## src/rtl/updown_mod_counter.sv

```systemverilog
// Up/down modulo counter with load/clear, wrap or saturate, and enable prescaler.
// Latency: count_out/wrap_pulse update on the stepping edge; terminal is combinational; no backpressure.
module updown_mod_counter #(
  parameter int                WIDTH    = 8,
  parameter longint unsigned   MODULUS  = 256,
  parameter int                SATURATE = 0,
  parameter int                PRESCALE = 1
) (
  input  logic             clock,
  input  logic             reset_n,
  input  logic             enable,
  input  logic             up_down,
  input  logic             clear,
  input  logic             load,
  input  logic [WIDTH-1:0] load_value,
  output logic [WIDTH-1:0] count_out,
  output logic             terminal,
  output logic             wrap_pulse
);

  // Top of range held one bit wider so MODULUS = 2**WIDTH compares without overflow.
  localparam logic [WIDTH:0]   MAX_C  = (WIDTH+1)'(MODULUS - 64'd1);
  localparam logic [WIDTH-1:0] MAX_W  = MAX_C[WIDTH-1:0];

  logic [WIDTH-1:0] count_q, count_d;
  logic             wrap_q, wrap_d;
  logic             step;
  logic             at_max;
  logic             at_min;

  assign at_max = ({1'b0, count_q} == MAX_C);
  assign at_min = (count_q == '0);

  generate
    if (PRESCALE > 1) begin : g_prescale
      localparam int             PCW     = $clog2(PRESCALE);
      localparam logic [PCW-1:0] PC_LAST = PCW'(PRESCALE - 1);
      logic [PCW-1:0] pc_q, pc_d;

      always_comb begin
        pc_d = pc_q;
        step = 1'b0;
        if (clear || load) begin
          pc_d = '0;
        end else if (enable) begin
          if (pc_q == PC_LAST) begin
            pc_d = '0;
            step = 1'b1;
          end else begin
            pc_d = pc_q + 1'b1;
          end
        end
      end

      always_ff @(posedge clock or negedge reset_n) begin
        if (!reset_n) pc_q <= '0;
        else          pc_q <= pc_d;
      end
    end else begin : g_no_prescale
      assign step = enable;
    end
  endgenerate

  always_comb begin
    count_d = count_q;
    wrap_d  = 1'b0;
    if (clear) begin
      count_d = '0;
    end else if (load) begin
      count_d = ({1'b0, load_value} > MAX_C) ? MAX_W : load_value;
    end else if (step) begin
      if (up_down) begin
        if (at_max) begin
          wrap_d  = 1'b1;
          count_d = (SATURATE != 0) ? count_q : '0;
        end else begin
          count_d = count_q + 1'b1;
        end
      end else begin
        if (at_min) begin
          wrap_d  = 1'b1;
          count_d = (SATURATE != 0) ? count_q : MAX_W;
        end else begin
          count_d = count_q - 1'b1;
        end
      end
    end
  end

  always_ff @(posedge clock or negedge reset_n) begin
    if (!reset_n) begin
      count_q <= '0;
      wrap_q  <= 1'b0;
    end else begin
      count_q <= count_d;
      wrap_q  <= wrap_d;
    end
  end

  assign count_out  = count_q;
  assign wrap_pulse = wrap_q;
  assign terminal   = up_down ? at_max : at_min;

endmodule
```

## config.mk

```make
export PLATFORM = sky130hd
export DESIGN_NAME = updown_mod_counter
export DESIGN_NICKNAME = d
export VERILOG_FILES = /design/src/rtl/updown_mod_counter.sv
export SDC_FILE = /design/constraint.sdc
export NUM_CORES = 1
export LEC_CHECK = 0
export CELL_PAD_IN_SITES_DETAIL_PLACEMENT = 2
export CELL_PAD_IN_SITES_GLOBAL_PLACEMENT = 2
export CORE_MARGIN = 10
export CORE_UTILIZATION = 28
export DETAILED_ROUTE_END_ITERATION = 8
export PLACE_DENSITY_LB_ADDON = 0.25
export REMOVE_ABC_BUFFERS = 1
export SLEW_MARGIN = 5
export SYNTH_ARGS = -nofsm -noshare
export SYNTH_HDL_FRONTEND = slang
export SYNTH_SLANG_ARGS = --single-unit
export TNS_END_PERCENT = 10
```

## constraint.sdc

```tcl
create_clock -name clock -period 4.48 [get_ports clock]
set_clock_uncertainty 0.1 [all_clocks]
set_input_delay 0.672 -clock clock [delete_from_list [all_inputs] [get_ports clock]]
set_output_delay 0.672 -clock clock [all_outputs]
set_load 0.01 [all_outputs]
```

# After elaboration in Yosys (flattened, before gate mapping)
# Index checks and enable logic that the tools add are counted.
# word_totals
regBits	9
input_bits	14
output_inout_bits	10
word_cells	20
# op_classes
n_addsub	2
n_eq_ne	1
muxes	13
reduce_logical	2
# ops
op	n
$mux 8	6
$add 8x1->8 const B	1
$eq 8x8->1 const B	1
$logic_not 8->1	1
$sub 8x1->8 const B	1
$mux 1	7
$reduce_bool 3->1	1

# Depth between registers and ports, before layout
# Gate-level depths: netlist (run 1).
# logic_depth
word_depth	6
ltp_mapped	8
mapped_depth_nobuf	7

# Worst setup path before layout (run 1)
# Ideal clock, no wire load.
# synth_timing
kind	flip-flop to output port
start	reg count_q[0] (netlist: count_out[0])
end	out terminal
t_arrival_ns	1.416
setup_slack_ns	2.292
path_stages_with_launch	7
n_path_buf	1
path_cell_list	dfrtp_1 -> buf_6 -> inv_1 -> ha_1 -> nor2b_1 -> and3_1 -> or2_2
# synth_between
elab_chain_len	2
# synth_rtl
element	line	source
start: declaration	25	logic [WIDTH-1:0] count_q, count_d;
start signal: assignment	95	count_q <= count_d;
$eq 8x8->1 or $logic_not 8->1 (tied branches)	31, 32	
$mux 1 *	102	assign terminal = up_down ? at_max : at_min;
end: declaration	17	output logic terminal,
# Every way passes the cells marked *; elsewhere a longest branch is shown, timed or not.

# Worst setup path in the final report (run 1)
# layout_timing
start	in up_down
end	out terminal
# layout_between
elab_chain_len	1
# layout_rtl
element	line	source
start: declaration	12	input logic up_down,
$mux 1	102	
# Every way passes these cells.

==> metrics.md, run 1 <==
| Metric | Value |
|---|---|
| Outcome | `complete, no violations` |
| Sequential fraction of the synthesis area | `25.9%` |
| Gr ovfl total | `0` |
| Row count | `20` |
| Post-CTS Setup Bufs | `0` |
| Headroom to the max-slew limit | `56.7%` |
| Die Height | `75.7 um` |
| RSZ-0062 raised after global routing | `false` |
| CTS root buf | `clkbuf_4` |
| Clk pin slew, worst setup/hold paths | `0.06 ns` |
| Final worst-path cycle share | `76.2%` |
| Post-CTS resize count | `0` |
| Detailed Route Iter0 Violations | `37` |
| Number of fill cells | `351` |
| Worst-path cell chain | `clkdlybuf4s50_1, nor3_1, and3_1, or2_2, clkdlybuf4s50_1` |
| Htree depth | `1` |
| Clock Latency Late Sink | `0.26 ns` |
| Max Slew Vio Count | `0` |
| Post-synth EDFFs | `0` |
| Pin count of the biggest net entering global routing | `18` |
| CP arrival | `2.64 ns` |
| Synth unique cells | `38` |
| DR DRC count | `0` |
| Synth Register Bits | `9` |
| Startpoint types | `input pin` |
| Mapped Cells | `111` |
| Worst vdd ir | `0.0909 mV` |
| Post-DR wirelength/cell | `18.7 um` |
| Yosys top cell area share | `25.9%` |
| Final core occ | `36.5%` |
| Syn Area/Cell | `7.83 sq um` |
| GPL Wtd Cong | `0.825` |
| Hold WS | `0.571 ns` |
| Number of buffers added on ports | `23` |
| Antenna violations before repair | `0` |
| Synth-to-Final Area Change | `26.2%` |
| TritonCTS clock tree | `done` |
| CTS Buf Count | `3` |
| Leakage | `0.422 nW` |
| WL final | `2.99 mm` |
| CP max stage cell | `clkdlybuf4s50_1` |
| Detail Route Antenna Nets | `0` |
| Share of cells above drive strength 1 | `6.30%` |
| Synth Warn # | `0` |
| Minimum clock period | `3.41 ns` |
| Core area | `0.00300 sq mm` |
| Inst Count DP | `156` |
| Vias | `919` |
| Critical path peak fanout | `12` |
| Die X | `75.7 um` |
| Critical path type | `input pin to output port` |
| Nets@finish | `145` |
| DR pass1 iterations | `3` |
| Vias in the first global route | `981` |
| # Max-Cap Violations | `0` |
| Prevailing post-synth register cell | `dfrtp_1` |
| Die Area | `0.00574 sq mm` |
| Diode count | `0` |
| Synth cell count leaders | `dfrtp_1 (9), nor2_1 (9)` |
| Synth Cell Area | `870 sq um` |
| Setup TNS | `0 ns` |
| Yosys top cell by area | `dfrtp_1` |
| Tot GR Track Use | `11.4%` |
| CTS max path bufs | `2` |
| CP Capture Type | `output port` |
| Hold WC Path Type | `register to register` |
| Async S/R FF share, synth | `100%` |
| # setup viols final | `0` |
| Max stage delay on crit path | `0.65 ns` |
| First-pass GRT wire length | `5.05 mm` |
| Synth area leaders | `dfrtp_1 (26%), ha_1 (4.3%), nand3_1 (4.0%)` |
| I/O pins | `24` |
| Final hold violation count | `0` |
| Critical Path Most Common Cell | `clkdlybuf4s50_1` |
| Hold-fix buffers, CTS | `0` |
| FMAX | `293 MHz` |
| Initial Util | `29.0%` |
| CTS sink count | `9` |
| Req. time, crit path | `3.71 ns` |
| DP Wirelength | `2.33 mm` |
| Non-Filler Instances | `160` |
| Pwr dens | `233 mW/mm^2` |
| Worst slew pin tran | `0.648 ns` |
| Post-DR vias/cell | `5.74` |
critical path: cells and delay by family:
family / cells / cell delay, ns
simple gates: 3 / 0.78
buf+inv: 2 / 1.18
registers in the layout, summed over array words and instances, names as in the netlist:
| signal | cells |
|---|---|
| wrap_pulse | 1 |
| count_out | 8 |
routing by layer:
layer,vias to the layer above,GRT usage (%),routed length [um]
met5,-,0,0
met4,0,2.27,39
met3,4,4.04,170
met2,19,19.6,1470
met1,459,13.4,1310
li1,437,-,-
area by class of cell:
class / count / area (sq um) / share of cell area [%]
repair buffers: 23 / 230 / 21.0
clock buffers: 4 / 26.3 / 2.39
multi-input cells: 85 / 552 / 50.3
well taps: 33 / 41.3 / 3.76
flip-flops and latches: 9 / 225 / 20.5
inverters: 6 / 22.5 / 2.05
metrics by stage:
step                total power (W)  area [sq um]  setup slack [ns]
floorplan                  0.000145           800              2.27
detailed placement         0.000195          1070              1.05
global route               0.000277          1100             0.871
CTS                        0.000259          1100              1.04
finish                     0.000255          1100              1.07
global placement           0.000191          1070              1.15
worst paths after layout:
| check | from | slack, ns | cells after the start | to |
|---|---|---|---|---|
| hold / removal | count_out[7]$_DFFE_PN0P_ | 0.57 | 2 | count_out[7]$_DFFE_PN0P_ |
| setup reg to reg | count_out[0]$_DFFE_PN0P_ | 2.42 | 7 | count_out[6]$_DFFE_PN0P_ |
| min in group asynchronous | reset_n | 0.61 | 1 | count_out[5]$_DFFE_PN0P_ |
| setup / recovery | up_down | 1.07 | 5 | terminal |
| hold reg to reg | count_out[7]$_DFFE_PN0P_ | 0.57 | 2 | count_out[7]$_DFFE_PN0P_ |
| max in group asynchronous | reset_n | 3.37 | 1 | count_out[3]$_DFFE_PN0P_ |
cells in the final DEF (no fill, tap or decap), drive strengths merged, types with 4 or more instances in the layout:
master,count
nor2,9
inv,6
nand3,7
nor3b,4
clkbuf,4
nand2,6
o21ai,7
dfrtp,9
nor3,7
o211ai,4
a21oi,6
clkdlybuf4s50,23
power breakdown:
| part | switching, W | internal (W) | total, W |
|---|---|---|---|
| Clock | 0.0000289 | 0.0000344 | 0.0000633 |
| Combinational | 0.0000421 | 0.0000454 | 0.0000875 |
| Sequential | 0.0000175 | 0.0000869 | 0.000104 |
logic make-up after synthesis:
| family | count (synthesis) | synth area share, % |
|---|---|---|
| simple gates | 44 | 27.6 |
| buf+inv | 17 | 10.6 |
| compound gates | 31 | 24.2 |
| xor+xnor | 5 | 5.04 |
| fa+ha+maj | 3 | 4.32 |
| flops | 9 | 25.9 |
| mux | 2 | 2.30 |
Note: power is estimated with default switching activity, not from simulation.
==> inputs of run 2 (changes only) <==
--- a/config.mk
+++ b/config.mk
@@ -8,7 +8,7 @@
 export CELL_PAD_IN_SITES_DETAIL_PLACEMENT = 2
 export CELL_PAD_IN_SITES_GLOBAL_PLACEMENT = 2
 export CORE_MARGIN = 10
-export CORE_UTILIZATION = 28
+export CORE_UTILIZATION = 26
 export DETAILED_ROUTE_END_ITERATION = 8
 export PLACE_DENSITY_LB_ADDON = 0.25
 export REMOVE_ABC_BUFFERS = 1
==> constraint.sdc (replaced) <==
create_clock -name clock -period 3.3 [get_ports clock]
set_clock_uncertainty 0.1 [all_clocks]
set_input_delay 0.495 -clock clock [delete_from_list [all_inputs] [get_ports clock]]
set_output_delay 0.495 -clock clock [all_outputs]
set_load 0.01 [all_outputs]
==> run 2 against run 1 <==
Net effect: final cell count grew 8.1%; sequential share of layout area shrank 0.52 points; via count grew 2.0%; critical path depth is the same; design area grew 2.6%; sequential cell count is the same; clock power grew 36%; non-clock buffer count grew 2; sequential power grew 36%; global-route usage shrank 1.2 points; hold slack lost 0.12 ns; total power grew 37%; critical endpoint unchanged; highest routed layer unchanged.
==> metrics.md, run 2 (synthesized netlist as in run 1, its figures left out) <==
| Metric | Value |
|---|---|
| Leakage | `0.431 nW (+2.3%)` |
| CTS max path bufs | `2 (unchanged)` |
| DR pass1 iterations | `4 (+1)` |
| RSZ-0062 raised after global routing | `false` |
| Post-DR vias/cell | `5.42 (-5.7%)` |
| Antenna violations before repair | `0 (unchanged)` |
| Sequential share of power | `40.4% (-0.5 points)` |
| Nets@finish | `147 (+1.4%)` |
| Number of fill cells | `381 (+8.5%)` |
| CP arrival | `2.34 ns (-0.30 ns)` |
| TritonCTS clock tree | `done` |
| Sw frac | `34.7% (+0.046 points)` |
| FMAX | `341 MHz` |
| CTS Buf Count | `3 (unchanged)` |
| WL final | `3.04 mm (+1.7%)` |
| Startpoint types | `register` |
| Comb power frac | `35.0% (+0.7 points)` |
| CTS sink count | `9 (unchanged)` |
| Multi-input gate area | `552 sq um (unchanged)` |
| Minimum clock period | `2.94 ns` |
| Clock Latency Late Sink | `0.26 ns (about the same)` |
| Number of buffers added on ports | `23 (unchanged)` |
| Die X | `77.8 um (+2.8%)` |
| Post-CTS resize count | `0 (unchanged)` |
| # setup viols final | `0 (unchanged)` |
| Htree depth | `1 (unchanged)` |
| Hold WC Path Type | `input pin to asynchronous set/reset pin` |
| P_int | `0.000228 W (+37%)` |
| Critical path peak fanout | `11 (-1)` |
| Detailed Route Iter0 Violations | `56 (+51%)` |
| Req. time, crit path | `2.70 ns (-1.01 ns)` |
| Worst vdd ir | `0.138 mV (+52%)` |
| Post-CTS Setup Bufs | `0 (unchanged)` |
| Final core occ | `36.0% (-0.54 points)` |
| First-pass GRT wire length | `5.12 mm (+1.4%)` |
| Pin count of the biggest net entering global routing | `18 (unchanged)` |
| Vias | `937 (+2.0%)` |
| Headroom to the max-slew limit | `69.5% (+13 points)` |
| Most frequent cells in the layout | `clkdlybuf4s50_1 (23), nor2_1 (9), dfrtp_1 (9)` |
| Share of cells above drive strength 1 | `7.75% (+1.5 points)` |
| CP Capture Type | `output port` |
| Hold-fix buffers, CTS | `0 (unchanged)` |
| DR DRC count | `0 (unchanged)` |
| Setup TNS | `0 ns (unchanged)` |
| GPL Wtd Cong | `0.802 (-2.8%)` |
| Core area | `0.00313 sq mm (+4.2%)` |
| Synth-to-Final Area Change | `29.5%` |
| Final worst-path cycle share | `89.0%` |
| Gr ovfl total | `0 (unchanged)` |
| Tot GR Track Use | `10.2% (-1.2 points)` |
| Final hold violation count | `0 (unchanged)` |
| DP Wirelength | `2.39 mm (+2.5%)` |
| Pwr dens | `310 mW/mm^2 (+33%)` |
| CTS root buf | `clkbuf_4` |
| Register area | `225 sq um (unchanged)` |
| Vias in the first global route | `1018 (+3.8%)` |
| Post-DR wirelength/cell | `17.6 um (-5.9%)` |
| Critical path type | `register to output port` |
| Clk pin slew, worst setup/hold paths | `0.06 ns (about the same)` |
| Max reg flops | `8 (unchanged)` |
| Diode count | `0 (unchanged)` |
| I/O pins | `24 (unchanged)` |
| Most common cell after layout, fill and taps aside | `clkdlybuf4s50_1` |
| # Max-Cap Violations | `0 (unchanged)` |
| Max Slew Vio Count | `0 (unchanged)` |
| Die Area | `0.00606 sq mm (+5.6%)` |
| Switching power total | `0.000121 W (+37%)` |
| Outcome | `complete, no violations` |
| Row count | `20 (unchanged)` |
| Die Height | `77.8 um (+2.8%)` |
| Detail Route Antenna Nets | `0 (unchanged)` |
| Placed Area | `0.00110 sq mm (+2.7%)` |
| Worst slew pin tran | `0.458 ns (-0.190 ns)` |
| Clock power share | `24.6% (-0.2 points)` |
| Initial Util | `27.8% (-1.2 points)` |
| Fin area | `0.00113 sq mm (+2.6%)` |
## run 2: cell types whose count changed in the layout (fill, tap and decap cells not counted), sizes merged
cell  change
buf       +2
## run 2: layer usage
metal  GRT usage (%)  vias to the layer above  share of wire, %
met2            16.6                       22                49
met5               0                        -                 0
met4            3.65                        0              0.76
met3            2.65                        4               4.8
li1                -                      438                 -
met1            12.6                      473                46
## run 2: final timing paths
kind                                           from                  endpoint  slack [ns]  cells past startpoint
setup / recovery           count_out[0]$_DFFE_PN0P_                  terminal        0.36                      5
hold / removal                              reset_n      wrap_pulse$_DFF_PN0_        0.45                      1
setup reg to reg           count_out[2]$_DFFE_PN0P_  count_out[5]$_DFFE_PN0P_        1.23                      5
hold reg to reg            count_out[7]$_DFFE_PN0P_  count_out[7]$_DFFE_PN0P_        0.57                      2
max in group asynchronous                   reset_n  count_out[7]$_DFFE_PN0P_        2.35                      1
min in group clock         count_out[7]$_DFFE_PN0P_  count_out[7]$_DFFE_PN0P_        0.57                      2
## run 2: power groups by stage
stage	clock network (W)	logic (W)	registers, W
final	0.0000858	0.000122	0.000141
after global routing	0.000101	0.000135	0.000144
after CTS	0.0000903	0.000124	0.000141
after detailed placement	0	0.000123	0.000143
after global placement	0	0.000119	0.000142
after floorplan	0	0.0000574	0.000140
## run 2: area by class of cell
type | count | area share, %
well taps | 44 | 4.89
multi-input cells | 85 | 49.0
clock buffers | 4 | 2.33
repair buffers | 25 | 21.8
inverters | 6 | 2.00
flip-flops and latches | 9 | 20.0
## run 2: critical path: stages, from the launching register on
cell and delay [ns]:
dfrtp_1 0.54, ha_1 0.32, nand3_1 0.13, nor3_1 0.33
or2_2 0.21, clkdlybuf4s50_1 0.54
## run 2: stage by stage
step	total power (W)	hold slack [ns]	instances	setup WS, ns
after detailed placement	0.000266	0.575	169	0.464
after global routing	0.000380	0.458	173	0.171
final	0.000349	0.446	173	0.364
after CTS	0.000355	0.456	173	0.359
after global placement	0.000262	0.546	169	0.530
after floorplan	0.000197	0.0994	100	1.27
